===== config.mk =====
export PLATFORM = sky130hd
export DESIGN_NAME = capture_controller
export DESIGN_NICKNAME = d
export VERILOG_FILES = /design/src/rtl/capture_controller.sv
export SDC_FILE = /design/constraint.sdc
export NUM_CORES = 1
export LEC_CHECK = 0
export BUFFER_PORTS_ARGS = -buffer_cell sky130_fd_sc_hd__buf_2
export CORE_MARGIN = 8
export CORE_UTILIZATION = 51
export DETAILED_ROUTE_END_ITERATION = 7
export PLACE_DENSITY = 0.81
export SYNTH_ARGS = -nofsm -noshare
export SYNTH_HDL_FRONTEND = slang
export SYNTH_SLANG_ARGS = --single-unit

===== constraint.sdc =====
create_clock -name clk -period 5.6 [get_ports clk]
set_input_delay 0.56 -clock clk [delete_from_list [all_inputs] [get_ports clk]]
set_output_delay 0.56 -clock clk [all_outputs]
set_load 0.1 [all_outputs]

===== src/rtl/capture_controller.sv =====
// capture_controller: sequences whole-packet capture from an Avalon-ST stream
// into a [pkt_begin, pkt_end) DDR window via an Avalon-MM write master.
module capture_controller #(
  parameter int N     = 32,
  parameter int BYTES = N / 8
) (
  input  logic         clk,
  input  logic         reset,
  input  logic [N-1:0] control,
  input  logic [N-1:0] pkt_begin,
  input  logic [N-1:0] pkt_end,
  output logic [1:0]   state,
  input  logic         st_valid,
  input  logic [N-1:0] st_data,
  input  logic         st_sop,
  input  logic         st_eop,
  output logic         st_ready,
  output logic [N-1:0] avm_address,
  output logic         avm_write,
  output logic [N-1:0] avm_writedata,
  input  logic         avm_waitrequest,
  output logic [N-1:0] wr_ptr,
  output logic [N-1:0] pkt_count,
  output logic         overflow
);

  typedef enum logic [1:0] {
    IDLE     = 2'b00,
    WAIT_SOP = 2'b01,
    CAPTURE  = 2'b10,
    FULL     = 2'b11
  } state_e;

  localparam logic [N-1:0] STEP       = N'(BYTES);
  localparam logic [N-1:0] ALIGN_MASK = N'(BYTES - 1);
  localparam logic [N-1:0] ONE        = N'(1);

  state_e       state_q, state_d;
  logic [N-1:0] avm_address_q, avm_address_d;
  logic [N-1:0] avm_writedata_q, avm_writedata_d;
  logic         avm_write_q, avm_write_d;
  logic [N-1:0] wr_ptr_q, wr_ptr_d;
  logic [N-1:0] pkt_count_q, pkt_count_d;
  logic         overflow_q, overflow_d;

  logic         enable;
  logic         accept;
  logic         store;
  logic         bad_cfg;
  logic         at_end;
  logic [N-1:0] ptr_inc;

  // Only ENABLE matters in the control word; the rest is the register bank's business.
  logic unused_control;
  assign unused_control = ^{control[N-1:3], control[1:0]};

  assign enable   = control[2];
  assign ptr_inc  = wr_ptr_q + STEP;
  // The beat being stored fills the last word of the window.
  assign at_end   = (ptr_inc == pkt_end);
  assign bad_cfg  = (pkt_end <= pkt_begin) || (|(pkt_begin & ALIGN_MASK)) ||
                    (|(pkt_end & ALIGN_MASK));
  // A new beat may only be taken when the write slot is free or retiring this cycle.
  assign st_ready = (state_q != IDLE) && (!avm_write_q || !avm_waitrequest);
  assign accept   = st_valid && st_ready;

  // Next-state, write-master and counter logic.
  always_comb begin
    state_d         = state_q;
    avm_address_d   = avm_address_q;
    avm_writedata_d = avm_writedata_q;
    avm_write_d     = avm_write_q;
    wr_ptr_d        = wr_ptr_q;
    pkt_count_d     = pkt_count_q;
    overflow_d      = overflow_q;
    store           = 1'b0;

    // An outstanding write retires on any cycle without waitrequest, whatever the state.
    if (avm_write_q && !avm_waitrequest) avm_write_d = 1'b0;

    unique case (state_q)
      IDLE: begin
        if (enable) begin
          wr_ptr_d    = pkt_begin;
          pkt_count_d = '0;
          overflow_d  = bad_cfg;
          state_d     = bad_cfg ? FULL : WAIT_SOP;
        end
      end
      WAIT_SOP: begin
        if (!enable) begin
          state_d = IDLE;
        end else if (accept && st_sop) begin
          store = 1'b1;
          if (st_eop) pkt_count_d = pkt_count_q + ONE;
          if (at_end) begin
            if (!st_eop) overflow_d = 1'b1;
            state_d = FULL;
          end else if (!st_eop) begin
            state_d = CAPTURE;
          end
        end
      end
      CAPTURE: begin
        // ENABLE dropping here only decides where we go after eop.
        if (accept) begin
          store = 1'b1;
          if (st_eop) begin
            pkt_count_d = pkt_count_q + ONE;
            state_d     = at_end ? FULL : (enable ? WAIT_SOP : IDLE);
          end else if (at_end) begin
            overflow_d = 1'b1;
            state_d    = FULL;
          end
        end
      end
      FULL: begin
        if (!enable) state_d = IDLE;
      end
      default: state_d = IDLE;
    endcase

    if (store) begin
      avm_address_d   = wr_ptr_q;
      avm_writedata_d = st_data;
      avm_write_d     = 1'b1;
      wr_ptr_d        = ptr_inc;
    end
  end

  // State and datapath registers.
  always_ff @(posedge clk or posedge reset) begin
    if (reset) begin
      state_q         <= IDLE;
      avm_address_q   <= '0;
      avm_writedata_q <= '0;
      avm_write_q     <= 1'b0;
      wr_ptr_q        <= '0;
      pkt_count_q     <= '0;
      overflow_q      <= 1'b0;
    end else begin
      state_q         <= state_d;
      avm_address_q   <= avm_address_d;
      avm_writedata_q <= avm_writedata_d;
      avm_write_q     <= avm_write_d;
      wr_ptr_q        <= wr_ptr_d;
      pkt_count_q     <= pkt_count_d;
      overflow_q      <= overflow_d;
    end
  end

  assign state         = state_q;
  assign avm_address   = avm_address_q;
  assign avm_writedata = avm_writedata_q;
  assign avm_write     = avm_write_q;
  assign wr_ptr        = wr_ptr_q;
  assign pkt_count     = pkt_count_q;
  assign overflow      = overflow_q;

endmodule


Yosys cells after proc, flatten, opt, wreduce, memory -nomap -nowiden
Cells that the tools add are included.
Widths: inputs -> output; s select.
{ "word_totals": {"ff_bits": 132, "inputBits": 134, "wordCells": 84} }
{ "classes": {"n_addsub": 2, "magnitude_cmp": 1, "eq_ne": 16, "mux": 37, "reduce_logical": 21} }
{ "ops": {"columns": ["op", "n"], "rows": [
  ["$mux 32", 8],
  ["$pmux 32 s3", 1],
  ["$add 32x1->32 const B", 1],
  ["$add 32x3->32 const B", 1],
  ["$eq 32x32->1", 1],
  ["$le 32x32->1", 1],
  ["$mux 2", 11],
  ["$ne 2x2->1 const B", 9],
  ["$mux 1", 14],
  ["$reduce_and 9->1", 1],
  ["$pmux 2 s4", 1],
  ["$reduce_bool 2->1", 4],
  ["$ne 3x3->1 const B", 2],
  ["$reduce_and 6->1", 1],
  ["$reduce_and 5->1", 1],
  ["$eq 2x2->1 const B", 2],
  ["$logic_and 1x1->1", 4],
  ["$ne 4x4->1 const B", 1],
  ["$reduce_or 2->1", 2],
  ["$logic_or 1x1->1", 3],
  ["$pmux 1 s3", 1],
  ["$reduce_bool 3->1", 1],
  ["$eq 2x1->1 const B", 1],
  ["$logic_not 1->1", 2],
  ["3 further kinds", 3]
]} }

Longest topological paths before layout
{ "logic_depth": {"depth_word": 10, "mapped_depth": 11, "depth_no_buf": 11} }

Worst setup path after synthesis
Ideal clock, no wire load.
{ "synth_path": {"path_kind": "reg2reg", "start": "register state_q[0], in the netlist state[0]", "end": "register pkt_count_q[30], in the netlist pkt_count[30]", "setup_time_ns": 0.078, "t_arrival_ns": 5.012, "path_slack_ns": 0.510, "stages_incl_launch_ff": 12, "n_path_buf": 0, "period_less_slack_ns": 5.090, "cell_sequence": "dfrtp_1 inv_1 ha_1 a21oi_1 nand2_1 a2111oi_0 and2_0 nand3_1 nor2_1 nand2_1 or3_1 a21oi_1"} }
{ "synth_via": {"elab_chain_len": 6, "word_cells_on_any_way": 14, "classes_between": "eq/ne (6); mux (1); reduce/logical (7)"} }
{ "synth_rtl": {"columns": ["element", "line", "source"], "rows": [
  ["start: declaration", "38", "state_e state_q, state_d;"],
  ["start signal: assignment", "142", "state_q <= state_d;"],
  ["$reduce_bool 2->1 *", "64", "assign st_ready = (state_q != IDLE) && (!avm_write_q || !avm_waitrequest);"],
  ["$logic_and 1x1->1 *", "64", null],
  ["net st_ready", "17", "output logic st_ready,"],
  ["$logic_and 1x1->1 *", "65", "assign accept = st_valid && st_ready;"],
  ["$logic_and 1x1->1", "93", "end else if (accept && st_sop) begin"],
  ["$ne 2x2->1 (no source line)", null, null],
  ["$reduce_and 5->1 (no source line) *", null, null],
  ["end signal: assignment", "147", "pkt_count_q <= pkt_count_d;"],
  ["end: declaration", "43", "logic [N-1:0] pkt_count_q, pkt_count_d;"]
]} }
Mark *: on every way through the listed nets, which the timed path passes. The rest lies on a longest branch.
A chain may end at the register's enable or synchronous reset.

Worst setup path in the final report
{ "layout_path": {"start": "register wr_ptr_q[2], in the netlist wr_ptr[2]", "end": "register state_q[0], in the netlist state[0]"} }
{ "layout_via": {"elab_chain_len": 6, "word_cells_on_any_way": 12, "classes_between": "add/sub (1); eq/ne (3); mux (7); reduce/logical (1)"} }
{ "layout_rtl": {"columns": ["element", "line", "source"], "rows": [
  ["start: declaration", "42", "logic [N-1:0] wr_ptr_q, wr_ptr_d;"],
  ["start signal: assignment", "146", "wr_ptr_q <= wr_ptr_d;"],
  ["$add 32x3->32 *", "58", "assign ptr_inc = wr_ptr_q + STEP;"],
  ["$eq 32x32->1 *", "60", "assign at_end = (ptr_inc == pkt_end);"],
  ["$mux 2, on equally long branches", "110, 96", null],
  ["$mux 2, on equally long branches", "108, 93", null],
  ["$mux 2, on equally long branches", "106, 91", null],
  ["$pmux 2 s4", "81", "unique case (state_q)"]
]} }
Mark *: on every way between the ends. The rest lies on a longest branch, timed or not. The select of a mux whose other input is x is not followed.

==> metrics.yaml <==
run_status:
  status: "complete, no violations"
yosys:
  seq_area_frac_synth_pct: 41.9
  synth-seq-cells: 132
  synth-edff-count: 0
  yosysWarningCount: 0
  syn_area_mm2: 0.00788
  avgSynthCellArea_um2: 8.25
  ys.flop_type: "dfrtp_1"
  syn-num-nets: 1128
  async_flop_share_pct: 100
  ys_types: 65
  synth_cells: 955
detailed_routing:
  viasPerCell: 5.78
  postRouteAntennaNets: 0
  drt-initial-drc-count: 735
  wl_per_cell_um: 18.2
  wl_mm: 24.9
  drc: 0
  dr.pass1.iters: 5
  vias: 7931
setup_path:
  cpMaxStageDelayCell: "nor4_1"
  cp_cell_sequence: "ha_1 -> nand4_1 -> nor4_1 -> nand2_1 -> nor3_1 -> a31oi_1 -> or4b_4 -> nor2_2 -> mux2_2 -> a2bb2oi_1"
  end_kind: "flop"
  critical_path_class: "flop to flop"
  path_max_fanout: 9
  path_delay_family: "simple AND/OR/NAND/NOR gates"
  worstPathRequired_ns: 5.94
  crit_arrival_ns: 4.11
  cpPeakStageDelay_ns: 0.83
  crit_buf_inv: 0
  start_kind: "flop"
cts:
  htree_levels: 4
  cts.sinks: 132
  path_clk_slew_ns: 0.06
  cts_tree: "built"
  ctsHoldBuffers: 0
  cts-root-buf: "clkbuf_16"
  cts_post_setup_buffers_inserted: 0
  numCtsBuffers: 17
  clockBufferDepth: 2
  cts_resized: 0
  clk_latency_ns: 0.42
sta:
  period_share_pct: 67.2
  worst_pin_slew_ns: 1.07
  rsz0062_at_grt: "no"
  slew_headroom_pct: 28.3
  finalHoldViolations: 0
  setup_violations: 0
  setup_tns_ns: 0
  drv_slew: 0
  fmax_mhz: 266
  fin_skew_ns: 0.00956
  fin_crit_ns: 3.76
floorplan:
  rows: 45
  num_io_pins: 267
  core_mm2: 0.0151
  die_area_mm2: 0.0197
  initial_core_util_pct: 52.0
  fp.dieH_um: 140
  die_x_um: 140
global_routing:
  overflow: 0
  grt_pass1_wl_mm: 39.2
  antenna_found_initial: 6
  grt_usage_pct: 25.0
  grt_pass1_vias: 7502
  grt_max_degree: 75
flow_run:
  max_cap_violations: 0
layout:
  nets: 1341
  drive_above_1_share_pct: 24.6
  nFillCells: 1285
  area_growth_pct: 23.4
min_path:
  hp-class: "input port to asynchronous set/reset pin"
place:
  hpwlAfterDp_mm: 18.4
  port_buffers: 235
  place.gp.congestion: 0.917
## metal layers
metal	part of all wire [%]	global-route usage, %	up-vias
li1	-	-	3721
met1	40	30.9	3723
met5	0.15	0	-
met2	47	39.7	425
met3	10	8.43	54
met4	2.3	9.83	8
## sequential cells by signal (all words and copies together) (netlist names)
signal         cells
wr_ptr            32
pkt_count         32
state              2
avm_write          1
overflow           1
avm_writedata     32
avm_address       32
## final timing paths
kind | start | cells past startpoint | endpoint | slack (ns)
min reg2reg | avm_address[31]$_DFFE_PP0P_ | 2 | avm_address[31]$_DFFE_PP0P_ | 0.47
max reg2reg | wr_ptr[2]$_DFFE_PP0P_ | 10 | state[0]$_DFFE_PP0P_ | 1.84
min | reset | 2 | avm_writedata[25]$_DFFE_PP0P_ | 0.19
max in group asynchronous | reset | 3 | wr_ptr[25]$_DFFE_PP0P_ | 4.01
min in group clk | st_data[3] | 3 | avm_writedata[3]$_DFFE_PP0P_ | 0.32
max | wr_ptr[2]$_DFFE_PP0P_ | 10 | state[0]$_DFFE_PP0P_ | 1.84
## final cells by class
| class | count | area [µm²] | share of cell area (%) |
|---|---|---|---|
| Clock inverter | 13 | 151 | 1.56 |
| Antenna cell | 2 | 5.00 | 0.0515 |
| Inverter | 51 | 196 | 2.02 |
| Timing Repair Buffer | 241 | 1220 | 12.6 |
| Clock buffer | 19 | 433 | 4.45 |
| Multi-Input combinational cell | 725 | 4170 | 42.9 |
| Tap cell | 188 | 235 | 2.42 |
| Sequential cell | 132 | 3300 | 34.0 |
## layout by cell type (no fill, tap or decap), drive strengths merged, types with 6 or more instances in the layout
cell type and count:
dfrtp 132, nor3 17, xnor2 26, ha 39, clkbuf 19, nand2 252, inv 54, or3 14
and4 7, nor2 65, a31oi 8, and3 7, xor2 29, nand3 34, buf 241, o22ai 14
nor4 6, o21ai 52, a21oi 47, nand4 30, clkinv 8, nor2b 7, a211oi 9
## worst register-to-register path, cell delays in order, from the launching register on
cell and delay, ns:
dfrtp_1 0.51, ha_1 0.35, nand4_1 0.15, nor4_1 0.83
nand2_1 0.26, nor3_1 0.27, a31oi_1 0.09, or4b_4 0.58
nor2_2 0.19, mux2_2 0.35, a2bb2oi_1 0.12
## synth_stat cells (5+ instances only)
library cell,number,area (µm²)
nand2_1,252,946
xor2_1,29,254
o22ai_1,14,87.6
a21o_1,5,37.5
nor2b_1,7,43.8
nand3_1,34,170
buf_1,6,22.5
inv_1,51,191
and3_1,7,43.8
clkbuf_1,28,105
nor2_1,64,240
a211oi_1,9,67.6
o21ai_0,52,260
a21oi_1,47,235
nand4_1,27,169
nor4_1,5,31.3
nor3_1,17,85.1
ha_1,39,488
xnor2_1,26,228
or3_1,13,81.3
dfrtp_1,132,3300
a31oi_1,8,50.1
and4_1,7,61.3
buf_2,7,35.0
## stage by stage
stage          util [%]  hold slack, ns  area, µm²  setup WS (ns)  std cells
2_1_floorplan         -           0.665       7880          0.510        955
3_3_place_gp       60.3           0.453       9130           1.98       1337
3_5_place_dp       60.3           0.456       9130           1.89       1337
4_1_cts            64.1           0.200       9710           1.86       1369
5_1_grt            64.2           0.225       9720           1.58       1371
6_report           64.2           0.187       9720           1.84       1371
## cell families (layout without fill, tap and decap cells)
group,Yosys count,count (layout),share of synthesized area (%)
and+or+nand+nor,457,457,26.7
AOI/OAI and AO/OA,171,171,13.5
DFF,132,132,41.9
buffers and inverters,98,324,5.13
xor gates and xnor gates,55,55,6.12
adders and majority gates,39,39,6.20
muxes,3,3,0.413
other,0,2,0
Power is left out: the tool's default activity adds up to more than one toggle a clock period on the data nets, which glitch-free logic cannot reach.
